`src/rtl/proc_elem_pkg.sv`:
```
// Shared types and arithmetic helpers for the convolution processing-element family.
package proc_elem_pkg;

  typedef enum logic [1:0] {
    IDLE,
    MAC,
    OUT
  } pe_state_t;

  // Round half-up, right shift by 'shift', then clamp to an unsigned 'width'-bit range.
  function automatic logic [63:0] sat_round(input logic [63:0] acc,
                                            input int unsigned shift,
                                            input int unsigned width);
    logic [63:0] r;
    logic [63:0] lim;
    if (shift == 0) r = acc;
    else            r = (acc + (64'd1 << (shift - 1))) >> shift;
    lim = (64'd1 << width) - 64'd1;
    return (r > lim) ? lim : r;
  endfunction

endpackage

```
`src/rtl/proc_elem_seq_lane_mac.sv`:
```
// Combinational sum of LANES unsigned pixel*weight products for one beat slice.
module lane_mac #(
  parameter int LANES   = 3,
  parameter int PX_SIZE = 8
) (
  input  logic [LANES*PX_SIZE-1:0]          px,
  input  logic [LANES*PX_SIZE-1:0]          wt,
  output logic [2*PX_SIZE+$clog2(LANES):0]  sum
);

  localparam int SUM_W = 2*PX_SIZE + $clog2(LANES) + 1;

  always_comb begin
    logic [2*PX_SIZE-1:0] a;
    logic [2*PX_SIZE-1:0] b;
    a   = '0;
    b   = '0;
    sum = '0;
    for (int unsigned l = 0; l < LANES; l++) begin
      a   = (2*PX_SIZE)'(px[l*PX_SIZE +: PX_SIZE]);
      b   = (2*PX_SIZE)'(wt[l*PX_SIZE +: PX_SIZE]);
      sum = sum + SUM_W'(a * b);
    end
  end

endmodule

```
`src/rtl/proc_elem_seq.sv`:
```
// Sequential convolution PE: time-multiplexes LANES multipliers over a K*K*C window,
// then rounds/shifts/saturates into one output pixel behind valid/ready handshakes.
module proc_elem_seq
  import proc_elem_pkg::*;
#(
  parameter int KERNEL_SIZE    = 3,
  parameter int PX_SIZE        = 8,
  parameter int INPUT_CHANNELS = 1,
  parameter int LANES          = 3,
  parameter int OUT_SHIFT      = 8
) (
  input  logic clk,
  input  logic rst,
  input  logic [KERNEL_SIZE-1:0][KERNEL_SIZE-1:0][INPUT_CHANNELS-1:0][PX_SIZE-1:0] img_in,
  input  logic [KERNEL_SIZE-1:0][KERNEL_SIZE-1:0][INPUT_CHANNELS-1:0][PX_SIZE-1:0] kernel,
  input  logic                 in_valid,
  output logic                 in_ready,
  output logic [PX_SIZE-1:0]   img_out,
  output logic                 out_valid,
  input  logic                 out_ready
);

  localparam int NUM_INPUTS = KERNEL_SIZE * KERNEL_SIZE * INPUT_CHANNELS;
  localparam int BEATS      = NUM_INPUTS / LANES;
  localparam int ACC_W      = 2*PX_SIZE + $clog2(NUM_INPUTS) + 1;
  localparam int SUM_W      = 2*PX_SIZE + $clog2(LANES) + 1;
  localparam int BEAT_W     = (BEATS > 1) ? $clog2(BEATS) : 1;
  localparam int SLICE_W    = LANES * PX_SIZE;
  localparam int VEC_W      = NUM_INPUTS * PX_SIZE;

  if (LANES < 1 || (NUM_INPUTS % LANES) != 0) begin : g_lanes_chk
    $error("proc_elem_seq: LANES must divide KERNEL_SIZE^2*INPUT_CHANNELS");
  end

  pe_state_t          state;
  logic [BEAT_W-1:0]  beat;
  logic [ACC_W-1:0]   acc;
  logic [ACC_W-1:0]   acc_next;
  logic [VEC_W-1:0]   img_r;
  logic [VEC_W-1:0]   ker_r;
  logic [SLICE_W-1:0] img_slice;
  logic [SLICE_W-1:0] ker_slice;
  logic [SUM_W-1:0]   lane_sum;
  logic               accept;
  logic               last_beat;

  always_comb begin
    in_ready = (state == IDLE) || ((state == OUT) && out_ready);
    accept   = in_valid && in_ready;
  end

  // Packed window flattens so that element [x][y][c] sits at slot ((x*K)+y)*C+c.
  always_comb begin
    int unsigned base;
    base      = 32'(beat) * SLICE_W;
    img_slice = img_r[base +: SLICE_W];
    ker_slice = ker_r[base +: SLICE_W];
  end

  lane_mac #(
    .LANES   (LANES),
    .PX_SIZE (PX_SIZE)
  ) u_lane_mac (
    .px  (img_slice),
    .wt  (ker_slice),
    .sum (lane_sum)
  );

  always_comb begin
    acc_next  = acc + ACC_W'(lane_sum);
    last_beat = (beat == BEAT_W'(BEATS - 1));
  end

  always_ff @(posedge clk) begin
    if (rst) begin
      state     <= IDLE;
      beat      <= '0;
      acc       <= '0;
      out_valid <= 1'b0;
      img_out   <= '0;
    end else begin
      unique case (state)
        IDLE: begin
          if (accept) state <= MAC;
        end
        MAC: begin
          acc <= acc_next;
          if (last_beat) begin
            beat      <= '0;
            img_out   <= PX_SIZE'(sat_round(64'(acc_next), OUT_SHIFT, PX_SIZE));
            out_valid <= 1'b1;
            state     <= OUT;
          end else begin
            beat <= beat + 1'b1;
          end
        end
        OUT: begin
          if (out_ready) begin
            out_valid <= 1'b0;
            state     <= in_valid ? MAC : IDLE;
          end
        end
        default: state <= IDLE;
      endcase
      // Operand capture shared by IDLE and OUT accepts; never fires while in MAC.
      if (accept) begin
        img_r <= img_in;
        ker_r <= kernel;
        acc   <= '0;
        beat  <= '0;
      end
    end
  end

endmodule

```
`config.mk`:
```
export PLATFORM = sky130hd
export DESIGN_NAME = proc_elem_seq
export DESIGN_NICKNAME = d
export VERILOG_FILES = /design/src/rtl/proc_elem_pkg.sv /design/src/rtl/proc_elem_seq_lane_mac.sv /design/src/rtl/proc_elem_seq.sv
export SDC_FILE = /design/constraint.sdc
export NUM_CORES = 1
export LEC_CHECK = 0
export ABC_AREA = 1
export CAP_MARGIN = 20
export CORE_ASPECT_RATIO = 1.4
export CORE_UTILIZATION = 28
export CTS_BUF_LIST = sky130_fd_sc_hd__clkbuf_4 sky130_fd_sc_hd__clkbuf_8
export DETAILED_ROUTE_END_ITERATION = 10
export SYNTH_ARGS = -nofsm -noshare
export SYNTH_HDL_FRONTEND = slang
export SYNTH_SLANG_ARGS = --single-unit
```
`constraint.sdc`:
```
create_clock -name clk -period 30.4 [get_ports clk]
set_input_delay 6.08 -clock clk [delete_from_list [all_inputs] [get_ports clk]]
set_output_delay 6.08 -clock clk [all_outputs]
set_load 0.01 [all_outputs]
```
Word-level counts from Yosys, hierarchy flattened
Index checks and enable logic that the tools add are counted.
- bits in registers: 178
- word-level logic and storage cells: 49
- reductions and logical operators: 10
- magnitude comparators: 1
- shift-type cells: 2
- equal/unequal tests: 6
- multiply operators: 4
- add/subtract/negate cells: 5
- bitwise logic cells: 1
- multiplexer cells: 13
- operators with widths (kind ; count):
    $mux 64 ; 3
    $shiftx 72x8->24 ; 2
    $gt 64x8->1 const B ; 1
    $mul 8x8->16 ; 3
    $add 21x8->22 const B ; 1
    $add 21x19->21 ; 1
    $add 19x16->19 ; 1
    $add 16x16->17 ; 1
    $mux 2 ; 4
    $mux 8 ; 1
    $ne 2x2->1 const B ; 3
    $pmux 2 s3 ; 1
    $reduce_and 3->1 ; 2
    $eq 2x2->1 const B ; 2
    $mul 2x2->4 const B ; 1
    $reduce_and 2->1 ; 2
    $mux 1 ; 3
    $add 2x1->2 const B ; 1
    $eq 2x1->1 const B ; 1
    $logic_and 1x1->1 ; 2
    $logic_not 2->1 ; 1
    $pmux 1 s2 ; 1
    $reduce_bool 2->1 ; 1
    $reduce_or 2->1 ; 1
    2 further kinds ; 2

Depth between registers and ports, before layout
- word-level depth: 12
- mapped depth: 59
- mapped depth without buffers: 57

Cells and area by module
Synthesis repeated with hierarchy kept, for this count alone.
- cell total of the unflattened synthesis: 1844
- area, all modules: 15627.5 um^2
- by module, submodules not included (module ; instances ; area an instance (um^2) ; sequential area each (um^2) ; cells each):
    proc_elem_seq ; 1 ; 8219.1 ; 5004.8 ; 835
    lane_mac ; 1 ; 7408.4 ; 0.0 ; 1009

Least setup slack after synthesis
No wires, ideal clock.
- path kind: input to register
- start point: in out_ready
- end point: reg img_r[0], enable pin
- slack: 17.260 ns
- data required time: 29.750 ns
- stages: 4
- arrival: 12.491 ns
- cell sequence: inv_1 a21oi_1 nand2_1 nor2_1
- cells in the longest elaborated chain, start to end: 4
- ends and longest elaborated chain (element ; line ; source):
    start: declaration ; proc_elem_seq.sv:20 ; input logic out_ready
    $logic_and 1x1->1 ; proc_elem_seq.sv:48 ; in_ready = (state == IDLE) || ((state == OUT) && out_ready);
    $logic_or 1x1->1 ; proc_elem_seq.sv:48 ;
    via in_ready ; proc_elem_seq.sv:17 ; output logic in_ready,
    $logic_and 1x1->1 ; proc_elem_seq.sv:49 ; accept = in_valid && in_ready;
    $reduce_and 2->1 (no line) ; - ;
    end signal: assignment ; proc_elem_seq.sv:107 ; img_r <= img_in;
    end: declaration ; proc_elem_seq.sv:39 ; logic [VEC_W-1:0] img_r;
The timed path passes the listed nets, and every way through them passes these cells.
A chain may end at the register's enable or synchronous reset.

Final worst setup path
- start point: in out_ready
- end point: out in_ready
- cells in the longest elaborated chain, start to end: 2
- ends and longest elaborated chain (element ; line):
    $logic_and 1x1->1 ; proc_elem_seq.sv:48
    $logic_or 1x1->1 ; proc_elem_seq.sv:48
    end: declaration ; proc_elem_seq.sv:17
No other way between the ends.

==> impl_metrics.json <==
{
  "status": "finished clean",
  "clock_latency_ns": 0.52,
  "cpPeakStageDelay_ns": 0.56,
  "area_growth_pct": 18.5,
  "track_usage_pct": 13.9,
  "hold_ws_ns": 0.478,
  "clockBufferDepth": 2,
  "grt_pass1_wl_mm": 59.8,
  "synth_fp_nets": 2168,
  "cts_htree_levels": 4,
  "cts.repair.resized": 0,
  "ys_types": 38,
  "drive_gt1_share_pct": 4.45,
  "synthCells": 1745,
  "drcViolationCount": 0,
  "hold_path.class": "flip-flop to flip-flop",
  "cp_cell_sequence": "clkdlybuf4s50_1 > inv_1 > a21oi_1 > clkdlybuf4s50_1",
  "fin_crit_sh_pct": 44.1,
  "setup_violations": 0,
  "slew_viol_final": 0,
  "synth_edf_count": 144,
  "row_count": 100,
  "die_w_um": 199,
  "routed_wl_mm": 36.3,
  "worst-path-buf-inv": 3,
  "cpMaxStageDelayCell": "clkdlybuf4s50_1",
  "die_h_um": 277,
  "core_area_mm2": 0.0533,
  "ys.flop_type": "edfxtp_1",
  "post_cts_buffers": 0,
  "clk_pin_slew_ns": 0.10,
  "grt_max_degree": 85,
  "yosys_warnings": 0,
  "vias": 11519,
  "post-route-min-period_ns": 13.42,
  "vias_per_cell": 4.38,
  "relSlewSlack_pct": 31.0,
  "async_flop_share_pct": 0,
  "cp-end-kind": "output pin",
  "hold_viol": 0,
  "grt_pass1_vias": 12159,
  "rsz0062_at_grt": "false",
  "num_io_pins": 158,
  "syn_area_mm2": 0.0152,
  "r2r_slack_ns": 18.47,
  "path_max_fanout": 2,
  "cpMostUsedCell": "clkdlybuf4s50_1",
  "overflow": 0,
  "antenna_found_initial": 2,
  "ys_seq_elements": 178,
  "synth_area_per_cell_um2": 8.69,
  "clock_skew_ns": 0.0356,
  "ys_seq_area_share_pct": 33.0,
  "wire_per_inst_um": 13.8,
  "maxCapViolations": 0,
  "start_util_pct": 28.5,
  "ant_nets": 0,
  "cts_sinks": 178,
  "numCtsBuffers": 17,
  "place_hpwl_mm": 29.4,
  "drtIter0Drc": 594,
  "cts_tree": "yes",
  "worst_pin_slew_ns": 1.03,
  "start_kind": "input pin",
  "postCtsHoldBufs": 0,
  "fmax_mhz": 74.5,
  "fillerInstances": 5585,
  "tns_ns": 0,
  "critical_path_arrival_ns": 7.34,
  "drtPass1Iterations": 5,
  "die-area_mm2": 0.0551,
  "crit_type": "input pin to output pin",
  "crit_required_ns": 24.32,
  "final_nets": 2322,
  "routabilityCongestion": 0.866,
  "portBuffers": 157,
  "cts-root-buf": "clkbuf_8",
  "crit_family": "buffers and inverters"
}
cell usage after synthesis (all sizes together) (10+ instances only):
cell type / number / area, µm²
a21oi: 64 / 350
clkbuf: 22 / 82.6
dfxtp: 34 / 681
edfxtp: 144 / 4320
fa: 148 / 2960
ha: 127 / 1590
inv: 424 / 1590
nand2: 464 / 1780
nand3: 132 / 671
nand4: 10 / 62.6
nor2: 59 / 265
o211ai: 10 / 75.1
o21ai: 34 / 170
xor2: 33 / 297
tightest hold or removal path, cell delays in order (launching register included):
cell	delay, ns
dfxtp_1	0.33
nand2_1	0.06
a21oi_1	0.05
state kept, by name, summed over array words and instances (netlist names):
name       cells
img_r         72
ker_r         72
acc           21
img_out        8
beat           2
state          2
out_valid      1
worst paths after layout:
kind         startpoint    endpoint  cells past startpoint
min reg2reg   out_valid   out_valid                      2
min           out_valid   out_valid                      2
max           out_ready    in_ready                      4
max reg2reg     beat[0]  img_out[5]                     51
cells in the final DEF (no fill, tap or decap), drive strengths merged:
cell type / instances
or2: 2
o31ai: 1
edfxtp: 144
xnor2: 4
fa: 148
clkinv: 5
a21oi: 64
clkbuf: 18
o211ai: 10
o2111ai: 1
clkinvlp: 2
inv: 430
nand2: 464
dfxtp: 34
a211oi: 3
ha: 127
xor2: 33
nor3: 7
nand3: 132
o21a: 1
o21ai: 34
clkdlybuf4s50: 157
and2: 2
nand4: 10
buf: 7
nor2: 59
a21o: 4
nand3b: 1
o21bai: 4
a31oi: 3
diode: 2
routing by layer:
metal	GRT usage (%)	routed length (µm)
met4	5.94	1090
met3	1.84	1150
met1	15.1	14300
met5	0	0
met2	26.3	19800
cell families after synthesis:
| kind of cell | synth area share, % |
|---|---|
| compound gates | 4.75 |
| xor+xnor | 2.19 |
| fa+ha+maj | 30.0 |
| buf+inv | 11.2 |
| flops | 33.0 |
| simple gates | 18.8 |
final cells by class:
cell class	instances	area [µm²]	share of cell area (%)
repair buffers	164	1620	9.04
well taps	714	893	4.97
flip-flops and latches	178	5010	27.9
diodes	2	5.00	0.0279
multi-input cells	1114	8480	47.2
inverters	424	1590	8.86
clock buffers	18	241	1.34
clock inverters	13	124	0.690
per-stage QoR:
| step | area, µm² | util [%] | setup slack [ns] | std cells |
|---|---|---|---|---|
| 6_report | 18000 | 33.7 | 16.98 | 2627 |
| 5_1_grt | 18000 | 33.7 | 16.91 | 2627 |
| 4_1_cts | 18000 | 33.7 | 16.98 | 2625 |
| 3_5_place_dp | 17600 | 33.0 | 16.99 | 2594 |
| 3_3_place_gp | 17600 | 33.0 | 16.96 | 2594 |
| 2_1_floorplan | 15200 | - | 17.26 | 1745 |
Power is left out: the tool's default activity adds up to more than one toggle a clock period on the data nets, which glitch-free logic cannot reach.
